--- src/rtl/uart_pkg.sv ---
// Shared definitions for the 8250-style serial port: register offsets,
// interrupt identification codes, line status bit positions and FSM states.
package uart_pkg;

   localparam logic [2:0] REG_RBR_THR = 3'd0;
   localparam logic [2:0] REG_IER     = 3'd1;
   localparam logic [2:0] REG_IIR     = 3'd2;
   localparam logic [2:0] REG_LCR     = 3'd3;
   localparam logic [2:0] REG_MCR     = 3'd4;
   localparam logic [2:0] REG_LSR     = 3'd5;
   localparam logic [2:0] REG_MSR     = 3'd6;
   localparam logic [2:0] REG_SCR     = 3'd7;

   localparam logic [7:0] IIR_LINE   = 8'h06;
   localparam logic [7:0] IIR_RXDATA = 8'h04;
   localparam logic [7:0] IIR_THRE   = 8'h02;
   localparam logic [7:0] IIR_NONE   = 8'h01;

   localparam int LSR_DR   = 0;
   localparam int LSR_OE   = 1;
   localparam int LSR_FE   = 3;
   localparam int LSR_THRE = 5;
   localparam int LSR_TEMT = 6;

   localparam logic [15:0] DIV_RESET = 16'd12;

   typedef enum logic [1:0] {TX_IDLE, TX_START, TX_DATA, TX_STOP} tx_state_t;
   typedef enum logic [1:0] {RX_IDLE, RX_START, RX_DATA, RX_STOP} rx_state_t;

   // A programmed divisor of zero behaves like one.
   function automatic logic [15:0] div_eff(input logic [15:0] div);
      return (div == 16'd0) ? 16'd1 : div;
   endfunction

endpackage

--- src/rtl/uart_fifo.sv ---
// Synchronous FIFO; a push into a full FIFO is accepted only when a pop
// happens in the same cycle, otherwise it is dropped.
module uart_fifo #(
   parameter int DEPTH = 16,
   parameter int WIDTH = 8
) (
   input  logic                   clk,
   input  logic                   reset_n,
   input  logic                   push,
   input  logic                   pop,
   input  logic [WIDTH-1:0]       din,
   output logic [WIDTH-1:0]       dout,
   output logic                   full,
   output logic                   empty,
   output logic [$clog2(DEPTH):0] count
);
   localparam int          AW       = $clog2(DEPTH);
   localparam logic [AW:0] FULL_CNT = (AW+1)'(DEPTH);

   logic [WIDTH-1:0] mem_q [DEPTH];
   logic [AW-1:0]    wr_ptr_q, wr_ptr_d, rd_ptr_q, rd_ptr_d;
   logic [AW:0]      count_q, count_d;
   logic             do_push, do_pop;

   // Qualify push/pop against occupancy and advance pointers and count.
   always_comb begin
      do_pop   = pop && (count_q != '0);
      do_push  = push && ((count_q != FULL_CNT) || do_pop);
      wr_ptr_d = do_push ? wr_ptr_q + 1'b1 : wr_ptr_q;
      rd_ptr_d = do_pop  ? rd_ptr_q + 1'b1 : rd_ptr_q;
      count_d  = count_q;
      if (do_push && !do_pop) begin
         count_d = count_q + 1'b1;
      end else if (!do_push && do_pop) begin
         count_d = count_q - 1'b1;
      end
   end

   // Pointer and occupancy registers.
   always_ff @(posedge clk or negedge reset_n) begin
      if (!reset_n) begin
         wr_ptr_q <= '0;
         rd_ptr_q <= '0;
         count_q  <= '0;
      end else begin
         wr_ptr_q <= wr_ptr_d;
         rd_ptr_q <= rd_ptr_d;
         count_q  <= count_d;
      end
   end

   // Storage array; contents need no reset since occupancy guards reads.
   always_ff @(posedge clk) begin
      if (do_push) begin
         mem_q[wr_ptr_q] <= din;
      end
   end

   assign dout  = mem_q[rd_ptr_q];
   assign full  = (count_q == FULL_CNT);
   assign empty = (count_q == '0);
   assign count = count_q;

endmodule

--- src/rtl/uart_port.sv ---
// 8250/16450-compatible serial port (8N1) behind the toggle handshake of the
// I/O bridge. Baud generator, transmitter, receiver and register file.
//
// state    | meaning
// TX_IDLE  | line high, pops the TX FIFO when it holds a byte
// TX_START | start bit (low) for 16 x16 ticks
// TX_DATA  | 8 data bits LSB first, 16 ticks each
// TX_STOP  | stop bit (high); chains straight into the next byte if queued
// RX_IDLE  | waiting for the line to go low
// RX_START | counts 8 ticks to mid start bit, high there is a false start
// RX_DATA  | samples 8 data bits every 16 ticks
// RX_STOP  | samples stop bit, pushes the byte, flags framing/overrun
module uart_port
   import uart_pkg::*;
#(
   parameter int CLK_HZ     = 50_000_000,
   parameter int REF_HZ     = 1_843_200,
   parameter int FIFO_DEPTH = 16
) (
   input  logic        clk,
   input  logic        reset_n,
   input  logic [23:0] port,
   input  logic [7:0]  din,
   output logic [7:0]  dout,
   input  logic        cpu_iordin,
   output logic        cpu_iordout,
   input  logic        cpu_iowrin,
   output logic        cpu_iowrout,
   output logic        ready,
   output logic        irq,
   input  logic        rxd,
   output logic        txd
);
   localparam int          CW    = $clog2(FIFO_DEPTH) + 1;
   localparam logic [32:0] CLK_W = 33'(CLK_HZ);
   localparam logic [32:0] REF_W = 33'(REF_HZ);

   logic [31:0] acc_q, acc_d;
   logic [32:0] acc_sum;
   logic        ref_tick, tick16;
   logic [15:0] div_cnt_q, div_cnt_d;

   logic [7:0]  dll_q, dll_d, dlm_q, dlm_d, lcr_q, lcr_d, scr_q, scr_d;
   logic [2:0]  ier_q, ier_d;
   logic [4:0]  mcr_q, mcr_d;
   logic [7:0]  dout_q, dout_d, rbr_last_q, rbr_last_d, rd_data, iir, lsr;
   logic        rd_ack_q, rd_ack_d, wr_ack_q, wr_ack_d;
   logic        oe_q, oe_d, fe_q, fe_d, thre_q, thre_d;
   logic        tx_empty_prev_q, tx_empty_prev_d, irq_q, irq_d;

   logic        wr_pend, rd_pend, do_wr, do_rd, dlab;
   logic [2:0]  addr;
   logic        wr_thr, wr_dll, wr_dlm, wr_ier, rd_rbr, rd_iir, rd_lsr;

   logic [7:0]  rx_head, tx_head;
   logic        rx_full, rx_empty, tx_full, tx_empty, rx_pop, tx_pop;
   logic [CW-1:0] rx_count, tx_count;

   tx_state_t   tx_state_q, tx_state_d;
   logic [3:0]  tx_cnt_q, tx_cnt_d;
   logic [2:0]  tx_bits_q, tx_bits_d;
   logic [7:0]  tx_shift_q, tx_shift_d;
   logic        tx_ser;

   rx_state_t   rx_state_q, rx_state_d;
   logic [3:0]  rx_cnt_q, rx_cnt_d;
   logic [2:0]  rx_bits_q, rx_bits_d;
   logic [7:0]  rx_shift_q, rx_shift_d;
   logic [1:0]  rx_sync_q, rx_sync_d;
   logic        rx_in, rx_done, rx_stop_bad;

   logic        unused_sigs;
   assign unused_sigs = ^{port[23:3], rx_count, tx_count, tx_full};

   // Bus decode: a write request is served before a read request.
   always_comb begin
      wr_pend = (cpu_iowrin != wr_ack_q);
      rd_pend = (cpu_iordin != rd_ack_q);
      do_wr   = wr_pend;
      do_rd   = rd_pend && !wr_pend;
      addr    = port[2:0];
      dlab    = lcr_q[7];
      wr_thr  = do_wr && (addr == REG_RBR_THR) && !dlab;
      wr_dll  = do_wr && (addr == REG_RBR_THR) && dlab;
      wr_dlm  = do_wr && (addr == REG_IER) && dlab;
      wr_ier  = do_wr && (addr == REG_IER) && !dlab;
      rd_rbr  = do_rd && (addr == REG_RBR_THR) && !dlab;
      rd_iir  = do_rd && (addr == REG_IIR);
      rd_lsr  = do_rd && (addr == REG_LSR);
   end

   // Writable register file and write acknowledge.
   always_comb begin
      dll_d    = dll_q;
      dlm_d    = dlm_q;
      ier_d    = ier_q;
      lcr_d    = lcr_q;
      mcr_d    = mcr_q;
      scr_d    = scr_q;
      wr_ack_d = wr_ack_q;
      if (do_wr) begin
         wr_ack_d = cpu_iowrin;
         case (addr)
            REG_RBR_THR: if (dlab) dll_d = din;
            REG_IER:     if (dlab) dlm_d = din; else ier_d = din[2:0];
            REG_LCR:     lcr_d = din;
            REG_MCR:     mcr_d = din[4:0];
            REG_SCR:     scr_d = din;
            default:     ;
         endcase
      end
   end

   // Status views seen by the host.
   always_comb begin
      lsr           = 8'h00;
      lsr[LSR_DR]   = !rx_empty;
      lsr[LSR_OE]   = oe_q;
      lsr[LSR_FE]   = fe_q;
      lsr[LSR_THRE] = tx_empty;
      lsr[LSR_TEMT] = tx_empty && (tx_state_q == TX_IDLE);
      if (ier_q[2] && (oe_q || fe_q)) begin
         iir = IIR_LINE;
      end else if (ier_q[0] && !rx_empty) begin
         iir = IIR_RXDATA;
      end else if (ier_q[1] && thre_q) begin
         iir = IIR_THRE;
      end else begin
         iir = IIR_NONE;
      end
   end

   // Read data mux, read acknowledge and RBR hold value.
   always_comb begin
      case (addr)
         REG_RBR_THR: rd_data = dlab ? dll_q : (rx_empty ? rbr_last_q : rx_head);
         REG_IER:     rd_data = dlab ? dlm_q : {5'b0, ier_q};
         REG_IIR:     rd_data = iir;
         REG_LCR:     rd_data = lcr_q;
         REG_MCR:     rd_data = {3'b0, mcr_q};
         REG_LSR:     rd_data = lsr;
         REG_MSR:     rd_data = 8'h00;
         default:     rd_data = scr_q;
      endcase
      dout_d     = do_rd ? rd_data : dout_q;
      rd_ack_d   = do_rd ? cpu_iordin : rd_ack_q;
      rx_pop     = rd_rbr;
      rbr_last_d = (rd_rbr && !rx_empty) ? rx_head : rbr_last_q;
   end

   // Error flags, THRE interrupt arming and registered irq.
   always_comb begin
      oe_d = oe_q;
      fe_d = fe_q;
      if (rd_lsr) begin
         oe_d = 1'b0;
         fe_d = 1'b0;
      end
      if (rx_done) begin
         if (rx_stop_bad) fe_d = 1'b1;
         if (rx_full && !rx_pop) oe_d = 1'b1;
      end
      tx_empty_prev_d = tx_empty;
      thre_d = thre_q;
      if (wr_thr || (rd_iir && (iir == IIR_THRE))) thre_d = 1'b0;
      if ((tx_empty && !tx_empty_prev_q) || (wr_ier && din[1] && !ier_q[1])) thre_d = 1'b1;
      irq_d = !iir[0];
   end

   // Baud generation: fractional ref tick, then down-counted x16 tick.
   always_comb begin
      acc_sum  = {1'b0, acc_q} + REF_W;
      acc_d    = acc_sum[31:0];
      ref_tick = 1'b0;
      if (acc_sum >= CLK_W) begin
         acc_d    = 32'(acc_sum - CLK_W);
         ref_tick = 1'b1;
      end
      div_cnt_d = div_cnt_q;
      tick16    = 1'b0;
      if (wr_dll || wr_dlm) begin
         div_cnt_d = div_eff({dlm_d, dll_d});
      end else if (ref_tick) begin
         if (div_cnt_q <= 16'd1) begin
            tick16    = 1'b1;
            div_cnt_d = div_eff({dlm_q, dll_q});
         end else begin
            div_cnt_d = div_cnt_q - 16'd1;
         end
      end
   end

   // Transmitter FSM.
   always_comb begin
      tx_state_d = tx_state_q;
      tx_cnt_d   = tx_cnt_q;
      tx_bits_d  = tx_bits_q;
      tx_shift_d = tx_shift_q;
      tx_pop     = 1'b0;
      case (tx_state_q)
         TX_IDLE: begin
            if (!tx_empty) begin
               tx_pop     = 1'b1;
               tx_shift_d = tx_head;
               tx_cnt_d   = 4'd15;
               tx_state_d = TX_START;
            end
         end
         TX_START: begin
            if (tick16) begin
               if (tx_cnt_q == 4'd0) begin
                  tx_state_d = TX_DATA;
                  tx_cnt_d   = 4'd15;
                  tx_bits_d  = 3'd7;
               end else begin
                  tx_cnt_d = tx_cnt_q - 4'd1;
               end
            end
         end
         TX_DATA: begin
            if (tick16) begin
               if (tx_cnt_q == 4'd0) begin
                  tx_cnt_d = 4'd15;
                  if (tx_bits_q == 3'd0) begin
                     tx_state_d = TX_STOP;
                  end else begin
                     tx_shift_d = {1'b0, tx_shift_q[7:1]};
                     tx_bits_d  = tx_bits_q - 3'd1;
                  end
               end else begin
                  tx_cnt_d = tx_cnt_q - 4'd1;
               end
            end
         end
         TX_STOP: begin
            if (tick16) begin
               if (tx_cnt_q == 4'd0) begin
                  if (!tx_empty) begin
                     tx_pop     = 1'b1;
                     tx_shift_d = tx_head;
                     tx_cnt_d   = 4'd15;
                     tx_state_d = TX_START;
                  end else begin
                     tx_state_d = TX_IDLE;
                  end
               end else begin
                  tx_cnt_d = tx_cnt_q - 4'd1;
               end
            end
         end
         default: tx_state_d = TX_IDLE;
      endcase
      tx_ser = (tx_state_q == TX_START) ? 1'b0 :
               (tx_state_q == TX_DATA)  ? tx_shift_q[0] : 1'b1;
   end

   // Receiver FSM; loopback feeds the internal serial out straight in.
   always_comb begin
      rx_sync_d   = {rx_sync_q[0], rxd};
      rx_in       = mcr_q[4] ? tx_ser : rx_sync_q[1];
      rx_state_d  = rx_state_q;
      rx_cnt_d    = rx_cnt_q;
      rx_bits_d   = rx_bits_q;
      rx_shift_d  = rx_shift_q;
      rx_done     = 1'b0;
      rx_stop_bad = 1'b0;
      case (rx_state_q)
         RX_IDLE: begin
            if (!rx_in) begin
               rx_state_d = RX_START;
               rx_cnt_d   = 4'd7;
            end
         end
         RX_START: begin
            if (tick16) begin
               if (rx_cnt_q == 4'd0) begin
                  rx_cnt_d   = 4'd15;
                  rx_bits_d  = 3'd7;
                  rx_state_d = rx_in ? RX_IDLE : RX_DATA;
               end else begin
                  rx_cnt_d = rx_cnt_q - 4'd1;
               end
            end
         end
         RX_DATA: begin
            if (tick16) begin
               if (rx_cnt_q == 4'd0) begin
                  rx_shift_d = {rx_in, rx_shift_q[7:1]};
                  rx_cnt_d   = 4'd15;
                  if (rx_bits_q == 3'd0) rx_state_d = RX_STOP;
                  else rx_bits_d = rx_bits_q - 3'd1;
               end else begin
                  rx_cnt_d = rx_cnt_q - 4'd1;
               end
            end
         end
         RX_STOP: begin
            if (tick16) begin
               if (rx_cnt_q == 4'd0) begin
                  rx_done     = 1'b1;
                  rx_stop_bad = !rx_in;
                  rx_state_d  = RX_IDLE;
               end else begin
                  rx_cnt_d = rx_cnt_q - 4'd1;
               end
            end
         end
         default: rx_state_d = RX_IDLE;
      endcase
   end

   // All state registers.
   always_ff @(posedge clk or negedge reset_n) begin
      if (!reset_n) begin
         acc_q           <= '0;
         div_cnt_q       <= DIV_RESET;
         dll_q           <= DIV_RESET[7:0];
         dlm_q           <= DIV_RESET[15:8];
         ier_q           <= '0;
         lcr_q           <= '0;
         mcr_q           <= '0;
         scr_q           <= '0;
         dout_q          <= '0;
         rbr_last_q      <= '0;
         rd_ack_q        <= 1'b0;
         wr_ack_q        <= 1'b0;
         oe_q            <= 1'b0;
         fe_q            <= 1'b0;
         thre_q          <= 1'b0;
         tx_empty_prev_q <= 1'b1;
         irq_q           <= 1'b0;
         tx_state_q      <= TX_IDLE;
         tx_cnt_q        <= '0;
         tx_bits_q       <= '0;
         tx_shift_q      <= '0;
         rx_state_q      <= RX_IDLE;
         rx_cnt_q        <= '0;
         rx_bits_q       <= '0;
         rx_shift_q      <= '0;
         rx_sync_q       <= 2'b11;
      end else begin
         acc_q           <= acc_d;
         div_cnt_q       <= div_cnt_d;
         dll_q           <= dll_d;
         dlm_q           <= dlm_d;
         ier_q           <= ier_d;
         lcr_q           <= lcr_d;
         mcr_q           <= mcr_d;
         scr_q           <= scr_d;
         dout_q          <= dout_d;
         rbr_last_q      <= rbr_last_d;
         rd_ack_q        <= rd_ack_d;
         wr_ack_q        <= wr_ack_d;
         oe_q            <= oe_d;
         fe_q            <= fe_d;
         thre_q          <= thre_d;
         tx_empty_prev_q <= tx_empty_prev_d;
         irq_q           <= irq_d;
         tx_state_q      <= tx_state_d;
         tx_cnt_q        <= tx_cnt_d;
         tx_bits_q       <= tx_bits_d;
         tx_shift_q      <= tx_shift_d;
         rx_state_q      <= rx_state_d;
         rx_cnt_q        <= rx_cnt_d;
         rx_bits_q       <= rx_bits_d;
         rx_shift_q      <= rx_shift_d;
         rx_sync_q       <= rx_sync_d;
      end
   end

   uart_fifo #(.DEPTH(FIFO_DEPTH), .WIDTH(8)) u_rx_fifo (
      .clk     (clk),
      .reset_n (reset_n),
      .push    (rx_done),
      .pop     (rx_pop),
      .din     (rx_shift_d),
      .dout    (rx_head),
      .full    (rx_full),
      .empty   (rx_empty),
      .count   (rx_count)
   );

   uart_fifo #(.DEPTH(FIFO_DEPTH), .WIDTH(8)) u_tx_fifo (
      .clk     (clk),
      .reset_n (reset_n),
      .push    (wr_thr),
      .pop     (tx_pop),
      .din     (din),
      .dout    (tx_head),
      .full    (tx_full),
      .empty   (tx_empty),
      .count   (tx_count)
   );

   assign dout        = dout_q;
   assign cpu_iordout = rd_ack_q;
   assign cpu_iowrout = wr_ack_q;
   assign ready       = (cpu_iordin == rd_ack_q) && (cpu_iowrin == wr_ack_q);
   assign irq         = irq_q;
   assign txd         = mcr_q[4] ? 1'b1 : tx_ser;

endmodule

--- config.mk ---
export PLATFORM = sky130hd
export DESIGN_NAME = uart_port
export DESIGN_NICKNAME = d
export VERILOG_FILES = /design/src/rtl/uart_pkg.sv /design/src/rtl/uart_fifo.sv /design/src/rtl/uart_port.sv
export SDC_FILE = /design/constraint.sdc
export NUM_CORES = 1
export LEC_CHECK = 0
export CORE_AREA = 2 2 259 159
export DETAILED_ROUTE_END_ITERATION = 8
export DIE_AREA = 0 0 261 161
export HOLD_SLACK_MARGIN = 0.05
export PLACE_DENSITY = 0.66
export SLEW_MARGIN = 20
export SYNTH_ARGS = -nofsm -noshare
export SYNTH_HDL_FRONTEND = slang
export SYNTH_SLANG_ARGS = --single-unit
export TNS_END_PERCENT = 20
--- constraint.sdc ---
create_clock -name clk -period 5.85 [get_ports clk]
set_input_delay 1.17 -clock clk [delete_from_list [all_inputs] [get_ports clk]]
set_output_delay 1.17 -clock clk [all_outputs]
set_load 0.005 [all_outputs]
==> out/results.ini <==
[clock_tree]
cts_setup_buffers=0
clk_pin_slew_ns=0.07
cts.sinks=422
hold_buffers=0
clk_latency_ns=0.57
htree_levels=2
clk_path_buf_depth=3
post_cts_resize_count=0
cts_made_buffers=42
clock-root-buffer=clkbuf_16
tritoncts=yes

[timing]
slew_headroom=0.356
worstMarginPinSlew_ns=0.959
rsz0062_at_grt=no
period_needed_ns=4.77
fmax_ghz=0.210
whs_ns=0.362
period_share=0.816
maxSlewViolCount=0
hold_viol_final=0
finalSetupTns_ns=0
fin_skew_ns=0.0214
setup_viol=0

[layout]
finish.utilization=0.550
mostFrequentLayoutCells=edfxtp_1, dfrtp_1, nor2_1, nand2_1, mux4_2
diodes=0
multi_input_area_um2=7260
fin_nets=1509
fillers=3234
final_common_cell=edfxtp_1
syn_to_final_growth_pct=12.0
drive_above_1_share=0.185
design_area_um2=21900
regArea_um2=11900

[drt]
wl_per_cell_um=22.2
vias=11900
drtAntennaViolNets=0
drc=0
vias_per_cell=5.95
drt_wl_total_mm=44.3
first_pass_iters=5
drt_iter0_markers=1377

[worst_setup_path]
end_kind=flop
critical_path_class=flop to flop
worstPathCellList=or4_4, or4_1, or3_1, nor2_8, o211ai_2, a41oi_2, buf_4, ha_1, inv_1, fa_1, a21o_1, a21oi_1, xnor2_1, nor2_1, xor2_1
arrival_ns=5.20
cpMaxStageDelayCell=or3_1
r2r_slack_ns=1.08
slowest_delay_ns=0.69
worstReg2RegEnd=u_tx_fifo.count[4]
r2r_start=div_cnt_q[6]
critPathMaxFanout=22
crit_path_start_kind=flop
r2r_cells=15
worstPathRequired_ns=6.28

[floorplanning]
die_h_um=161
die-area_um2=42000
row_count=57
initial_core_util=0.491
die_w_um=261
ioPinCount=50
core_um2=39800

[place]
numPortBuffers=28
gp_congestion=0.867
hpwl_mm=29.8
place_area_um2=20500

[synth]
synth_edf_count=256
ys_ff_latch=422
syn_nets=1472
yosysTopAreaCell=edfxtp_1
synthTopCellsByArea=edfxtp_1, dfrtp_1, mux4_2
synth_area_um2=19600
synth_cell_type_count=87
synth_area_per_cell_um2=14.0
netlist.area_leader.share=0.393
ys_warn_count=0
yosysSeqAreaShare=0.606
ys.flop_type=edfxtp_1
synth_async_sr_flop_share=0.393
synthCells=1393

[global_routing]
grt_pass1_wl_mm=70.1
grt_pass1_vias=11600
overflow=0
grt_antenna_before_repair=1
grt_max_degree=95
grt_use_total=0.218

[pwr]
power_uw=8950
vdd_drop_max_uv=241
p_leak_uw=0.00763
powerDensity_nw_per_um2=409

[job]
cap_violations=0

[min_path]
holdPathEnd=rx_sync_q[1]
hold_path.startpoint=rx_sync_q[0]
hold_depth=0
hold_class=flop to flop

[outcome]
status=finished, final reports clean

synthesized netlist by cell type, types with 15 or more instances:
library cell	count
nand3_1	29
and2_1	16
mux4_2	80
a21oi_1	55
ha_1	40
nor2_1	88
mux2i_1	24
nand2_1	82
xor2_1	23
edfxtp_1	256
dfrtp_1	159
nor3_1	29
xnor2_1	42
clkbuf_1	42
mux2_2	61
o21ai_0	54
and3_1	19
a31oi_1	15
inv_1	49
sequential cells by signal, indices dropped and copies added, names as in the netlist, 3 cells and up, named ones only:
name / flops
tx_bits_q: 3
mcr_q: 5
tx_cnt_q: 4
dll_q: 8
tx_shift_q: 8
rx_cnt_q: 4
rbr_last_q: 8
rx_shift_q: 8
ier_q: 3
dout: 8
u_rx_fifo.wr_ptr_q: 4
u_rx_fifo.rd_ptr_q: 4
u_tx_fifo.mem_q: 128
u_rx_fifo.count: 5
u_rx_fifo.mem_q: 128
lcr_q: 8
div_cnt_q: 16
rx_bits_q: 3
u_tx_fifo.rd_ptr_q: 4
acc_q: 25
dlm_q: 8
u_tx_fifo.count: 5
scr_q: 8
u_tx_fifo.wr_ptr_q: 4
worst max-delay path, delay by kind of cell, from the launching register on:
kind,cells,cell delay (ns)
AOI/OAI and AO/OA,4,0.71
xor gates and xnor gates,2,0.28
adders and majority gates,2,0.64
buffers and inverters,2,0.38
DFF,1,0.45
and+or+nand+nor,5,2.17
routing by layer:
layer,global-route usage,share of wire,vias to the layer above
li1,-,-,5389
met1,0.360,0.49,6020
met2,0.285,0.40,409
met3,0.0643,0.095,55
met4,0.0364,0.013,0
met5,0,0,-
layout make-up:
class / count / area share
clock buffer: 52 / 0.0512
tap: 531 / 0.0303
inverter: 50 / 0.00857
multi-input combinational: 856 / 0.331
sequential: 422 / 0.541
timing repair buffer: 58 / 0.0237
clock inverter: 25 / 0.0133
power breakdown:
group          internal (uW)  switching, uW  total, uW
Clock                   1560           1180       2740
Sequential              3490            453       3940
Combinational           1130           1120       2260
worst max path at each step:
stage	start	to	cells after the start
3_3_place_gp	cpu_iowrin	u_rx_fifo.count[4]	15
4_1_cts	div_cnt_q[6]	u_tx_fifo.count[4]	15
5_1_grt	div_cnt_q[6]	u_tx_fifo.count[4]	15
6_report	div_cnt_q[6]	u_tx_fifo.count[4]	15
2_1_floorplan	port[1]	u_rx_fifo.count[4]	14
3_5_place_dp	cpu_iowrin	u_rx_fifo.count[4]	15
cells by family (layout without fill, tap and decap cells):
| group | after synthesis | after routing | share of synthesized area |
|---|---|---|---|
| simple gates | 357 | 357 | 0.0939 |
| xor+xnor | 66 | 66 | 0.0299 |
| flops | 422 | 422 | 0.606 |
| buf+inv | 115 | 185 | 0.0235 |
| mux | 167 | 167 | 0.141 |
| compound gates | 224 | 224 | 0.0782 |
| fa+ha+maj | 42 | 42 | 0.0276 |
stage by stage:
step | setup WS [ns] | cells
floorplan | 1.68 | 1393
global placement | 0.912 | 1917
detailed placement | 0.868 | 1917
CTS | 1.11 | 1994
global route | 0.814 | 1994
finish | 1.08 | 1994
(Power assumes the default switching activity.)
